===== config.mk =====
export PLATFORM = sky130hd
export DESIGN_NAME = alu_divider_seq
export DESIGN_NICKNAME = d
export VERILOG_FILES = /design/src/rtl/alu_divider_seq.sv
export SDC_FILE = /design/constraint.sdc
export NUM_CORES = 1
export LEC_CHECK = 0
export BUFFER_PORTS_ARGS = -buffer_cell sky130_fd_sc_hd__buf_2
export CAP_MARGIN = 10
export CORE_MARGIN = 1
export CORE_UTILIZATION = 52
export CTS_BUF_LIST = sky130_fd_sc_hd__clkbuf_8
export DETAILED_ROUTE_END_ITERATION = 8
export PLACE_DENSITY = 0.84
export SYNTH_ARGS = -nofsm -noshare
export SYNTH_HDL_FRONTEND = slang
export SYNTH_SLANG_ARGS = --single-unit
export TNS_END_PERCENT = 1

===== constraint.sdc =====
create_clock -name clk -period 4.4 [get_ports clk]
set_input_delay 0.22 -clock clk [delete_from_list [all_inputs] [get_ports clk]]
set_output_delay 0.22 -clock clk [all_outputs]
set_load 0.005 [all_outputs]

===== src/rtl/alu_divider_seq.sv =====
// Sequential restoring divider with RISC-V DIV/DIVU/REM/REMU semantics.
// Produces one quotient bit per clock. Divide-by-zero and signed overflow finish in a single cycle.
module alu_divider_seq #(
    parameter int l = 16
) (
    input  logic         clk,
    input  logic         rst_n,
    input  logic         start,
    input  logic         is_signed,
    input  logic [l-1:0] dividend,
    input  logic [l-1:0] divisor,
    output logic         busy,
    output logic         done,
    output logic [l-1:0] quotient,
    output logic [l-1:0] remainder,
    output logic         div_by_zero,
    output logic         overflow
);

    localparam int CW = $clog2(l + 1);

    typedef enum logic [1:0] {IDLE, CALC, DONE} state_t;

    state_t        state;
    logic [CW-1:0] count;
    logic [l-1:0]  rem_q;
    logic [l-1:0]  quo_q;
    logic [l-1:0]  dvs_mag;
    logic          neg_q;
    logic          neg_r;

    logic          accept;
    logic          a_neg;
    logic          b_neg;
    logic [l-1:0]  a_mag;
    logic [l-1:0]  b_mag;
    logic          is_zero;
    logic          is_ovf;

    logic [l:0]    shifted;
    logic [l:0]    trial;
    logic [l-1:0]  rem_nx;
    logic [l-1:0]  quo_nx;
    logic [l-1:0]  q_fin;
    logic [l-1:0]  r_fin;

    // Operand decode, only meaningful in the cycle start is accepted.
    assign accept  = start && (state != CALC);
    assign a_neg   = is_signed & dividend[l-1];
    assign b_neg   = is_signed & divisor[l-1];
    assign a_mag   = a_neg ? (~dividend + 1'b1) : dividend;
    assign b_mag   = b_neg ? (~divisor + 1'b1) : divisor;
    assign is_zero = (divisor == '0);
    assign is_ovf  = is_signed && (dividend == {1'b1, {(l-1){1'b0}}}) && (divisor == '1);

    // One restoring step: the dividend magnitude shifts out of quo_q into rem_q
    // while quotient bits shift in from the bottom.
    assign shifted = {rem_q, quo_q[l-1]};
    assign trial   = shifted - {1'b0, dvs_mag};
    assign rem_nx  = trial[l] ? shifted[l-1:0] : trial[l-1:0];
    assign quo_nx  = {quo_q[l-2:0], ~trial[l]};
    assign q_fin   = neg_q ? (~quo_nx + 1'b1) : quo_nx;
    assign r_fin   = neg_r ? (~rem_nx + 1'b1) : rem_nx;

    always_ff @(posedge clk or negedge rst_n) begin
        if (!rst_n) begin
            state       <= IDLE;
            count       <= '0;
            rem_q       <= '0;
            quo_q       <= '0;
            dvs_mag     <= '0;
            neg_q       <= 1'b0;
            neg_r       <= 1'b0;
            busy        <= 1'b0;
            done        <= 1'b0;
            quotient    <= '0;
            remainder   <= '0;
            div_by_zero <= 1'b0;
            overflow    <= 1'b0;
        end else begin
            case (state)
                IDLE, DONE: begin
                    done  <= 1'b0;
                    state <= IDLE;
                    if (accept) begin
                        if (is_zero) begin
                            quotient    <= '1;
                            remainder   <= dividend;
                            div_by_zero <= 1'b1;
                            overflow    <= 1'b0;
                            done        <= 1'b1;
                            state       <= DONE;
                        end else if (is_ovf) begin
                            quotient    <= dividend;
                            remainder   <= '0;
                            div_by_zero <= 1'b0;
                            overflow    <= 1'b1;
                            done        <= 1'b1;
                            state       <= DONE;
                        end else begin
                            rem_q   <= '0;
                            quo_q   <= a_mag;
                            dvs_mag <= b_mag;
                            neg_q   <= a_neg ^ b_neg;
                            neg_r   <= a_neg;
                            count   <= CW'(l);
                            busy    <= 1'b1;
                            state   <= CALC;
                        end
                    end
                end
                CALC: begin
                    rem_q <= rem_nx;
                    quo_q <= quo_nx;
                    count <= count - 1'b1;
                    // Last step: publish the signed-corrected results on the DONE entry edge.
                    if (count == CW'(1)) begin
                        busy        <= 1'b0;
                        done        <= 1'b1;
                        state       <= DONE;
                        quotient    <= q_fin;
                        remainder   <= r_fin;
                        div_by_zero <= 1'b0;
                        overflow    <= 1'b0;
                    end
                end
                default: state <= IDLE;
            endcase
        end
    end

endmodule

==> flow_summary.ini <==
[global_routing]
gr-usage-all-layers_pct = 27.3
antenna_found_initial = 0
grt_max_degree = 70
grt_overflow_total = 0
grt_pass1_wl_um = 27400
first_global_vias = 5433

[yosys]
seq_area_frac_synth_pct = 36.1
synth.distinct_cells = 74
ys.warnings.count = 0
syn_inst = 770
netlist_area_mm2 = 0.00645
yosysTopAreaCell = dfrtp_1
async_flop_share_pct = 100
yosys-top-cells-area = dfrtp_1 (36%), o21ai_0 (5.3%), xnor2_1 (5.0%), nor2_1 (4.8%), nand2_1 (4.6%)
synth.net_count = 830
synth_top_cell_area_share_pct = 36.1
synth_seq_cells = 93
ys.flop_type = dfrtp_1
avgSynthCellArea_um2 = 8.38
synth_edf_count = 0

[worst_setup_path]
critPathLaunchType = flip-flop
critical_path.max_fanout = 20
worstPathArrival_ns = 4.42
max_stage_delay_ns = 0.45
worstPathRequired_ns = 4.71
slowest_stage = or4_4
crit_type = flip-flop to flip-flop
path_cells = inv_1, ha_1, fa_1, nand2b_2, a211oi_4, o21ai_2, or3_4, and3_2, buf_4, or4_4, o22a_4, o31ai_2, xor2_1, a221oi_2
endpoint_kind = flip-flop
r2r_end = remainder[14]
worstRegToRegCells = 14
regToRegStartpoint = quo_q[15]
cp_num_buf_inv = 2
crit_family = simple AND/OR/NAND/NOR gates
reg2reg_setup_slack_ns = 0.28

[cells_and_area]
nFillCells = 1070
nNetsFinal = 881
drive_gt1_share_pct = 16.2
finalInstanceArea_mm2 = 0.00712
syn2layout_area_growth_pct = 10.3
seq_area_mm2 = 0.00233
num_antenna_cells = 0
multi_input_area_mm2 = 0.00378
fin_util_pct = 59.0

[run]
drv_cap = 0

[power_and_ir_drop]
max-vdd-ir-drop_mv = 0.369
leakage_uw = 0.00320
powerDensity_mw_per_mm2 = 888

[routing]
route.antenna.remaining_nets = 0
avgRoutedWirePerCell_um = 16.8
vias = 5949
viasPerCell = 5.98
firstDrtPassIters = 6
dr.first_iter.drc_count = 576
drt-total-wl_um = 16700
drc = 0

[placement]
hpwlAfterDp_um = 12400
place.port_buffers = 71
placed_area_mm2 = 0.00690
gp_congestion = 0.948
pre_cts_slack_ns = 0.149

[timing]
worst_slew_pin_slew_ns = 0.748
setup_viol = 0
maxSlewHeadroom_pct = 50.1
hold_violations = 0
timing.final.ws_setup_ns = 0.284
fin_crit_ns = 4.12
rsz0062_at_grt = no
finalMaxSlewViolations = 0
fin_skew_ns = 0.0135
tns_ns = 0
finalCritPeriodShare_pct = 93.5
fmax_ghz = 0.243

[clock_network]
cts_buffer_depth = 2
clk_latency_ns = 0.39
clk_pin_slew_ns = 0.11
numCtsBuffers = 9
clock_sinks = 93
ctsHtreeMaxLevel = 3
cts_tree = built
cts_root_buf = clkbuf_8

[worst_hold_path]
min_from = is_signed
whs_path_depth = 3
hold_path.class = primary input to flip-flop
worstHoldEndpoint = neg_q

[die]
core_area_mm2 = 0.0121
io_pins = 72
die_w_um = 113
row_count = 40
initial_utilization_pct = 53.5
dieHeight_um = 113
dieArea_mm2 = 0.0129

[status]
status = completed
==> layout by cell type (no fill, tap or decap), types with 9 or more instances in the layout <==
| master | Yosys | layout |
|---|---|---|
| mux2i_1 | 13 | 13 |
| o22ai_1 | 25 | 25 |
| ha_1 | 23 | 23 |
| dfrtp_1 | 93 | 93 |
| xor2_1 | 30 | 30 |
| nor2_1 | 82 | 81 |
| a21oi_1 | 57 | 57 |
| buf_2 | 14 | 70 |
| nor3_1 | 10 | 10 |
| buf_4 | 5 | 12 |
| xnor2_1 | 37 | 37 |
| nand2_1 | 79 | 78 |
| clkbuf_8 | 0 | 9 |
| o21ai_0 | 68 | 67 |
| nand3_1 | 22 | 22 |
| inv_1 | 37 | 37 |
==> per-layer routing <==
layer / vias to the layer above / share of wire, % / global-route usage (%) / routed length, um
met4: 0 / 2.2 / 9.21 / 372
met1: 2787 / 44 / 37.8 / 7380
met5: - / 0 / 0 / 0
li1: 2818 / - / - / -
met2: 311 / 45 / 41.5 / 7520
met3: 33 / 8.7 / 7.17 / 1450
==> cells by family (layout without fill, tap and decap cells) <==
kind of cell | after synthesis | count (layout) | share of synthesized area [%]
DFF | 93 | 93 | 36.1
buffers and inverters | 82 | 138 | 5.56
adders and majority gates | 24 | 24 | 4.77
and+or+nand+nor | 262 | 262 | 19.6
AOI/OAI and AO/OA | 226 | 226 | 22.4
xor gates and xnor gates | 67 | 67 | 9.09
muxes | 16 | 16 | 2.54
==> synth_stat cells, types with 3 or more instances <==
master,n
nand4_1,7
and2_1,8
or3_1,6
mux2i_1,13
clkbuf_1,22
xnor2_1,37
a21o_1,6
o22ai_1,25
nor2b_1,6
and3_1,6
mux2_2,3
inv_1,37
or4_4,3
a31oi_1,7
ha_1,23
nor4_1,6
o41ai_1,8
buf_2,14
o21a_1,4
o21ai_1,5
o21ai_0,68
nor2_1,82
dfrtp_1,93
a22oi_1,3
nand2_1,79
a221oi_1,3
nor3_1,10
nand2b_1,6
nand3_1,22
a21oi_1,57
a211oi_1,4
o31ai_1,8
buf_4,5
xor2_1,30
or2_2,5
==> worst max path at each step <==
stage | start | to | slack (ns) | cells after the start
after CTS | quo_q[15] | remainder[14] | 0.17 | 14
after global routing | quo_q[15] | quotient[14] | 0.03 | 16
after floorplan | quo_q[15] | remainder[8] | 0.46 | 18
after global placement | quo_q[15] | remainder[14] | 0.34 | 14
final | quo_q[15] | remainder[14] | 0.28 | 14
after detailed placement | quo_q[15] | remainder[14] | 0.15 | 14
==> power breakdown <==
group	leakage (uW)	internal [uW]	switching (uW)	total, uW
registers	0.00111	1270	408	1680
clock network	0.0000984	271	340	612
logic	0.00198	1650	2380	4030
total	0.00320	3190	3130	6320
==> sequential cells by signal (all words and copies together) (netlist names) <==
signal,cells
quotient,16
remainder,16
rem_q,16
done,1
div_by_zero,1
busy,1
neg_q,1
overflow,1
quo_q,16
neg_r,1
dvs_mag,16
state,2
count,5
==> timing repair <==
| action | 4_1_cts | 5_1_grt |
|---|---|---|
| endpoints found under the hold margin | 51 | 0 |
| setup endpoints to repair | 0 | 5 |
| gates resized for setup | 0 | 2 |
| hold buffers | 1 | 0 |
| setup buffers | 0 | 0 |
==> tightest hold or removal path, stage by stage <==
cell and delay, ns:
buf_2 0.15, nand2_1 0.06, o21ai_0 0.06
==> final cells by class <==
class / count / share of cell area (%)
Sequential cell: 93 / 32.7
Inverter: 39 / 2.06
Clock buffer: 9 / 1.74
Tap cell: 168 / 2.95
Clock inverter: 7 / 1.16
Multi-Input combinational cell: 595 / 53.1
Timing Repair Buffer: 83 / 6.33
==> per-stage QoR <==
step / power [uW] / std cells / hold WS [ns]
5_1_grt: 6850 / 994 / 0.160
2_1_floorplan: 4670 / 770 / -0.0756
3_3_place_gp: 5530 / 977 / 0.290
6_report: 6320 / 994 / 0.145
3_5_place_dp: 5640 / 977 / 0.291
4_1_cts: 6260 / 994 / 0.133
(Power assumes the default switching activity.)
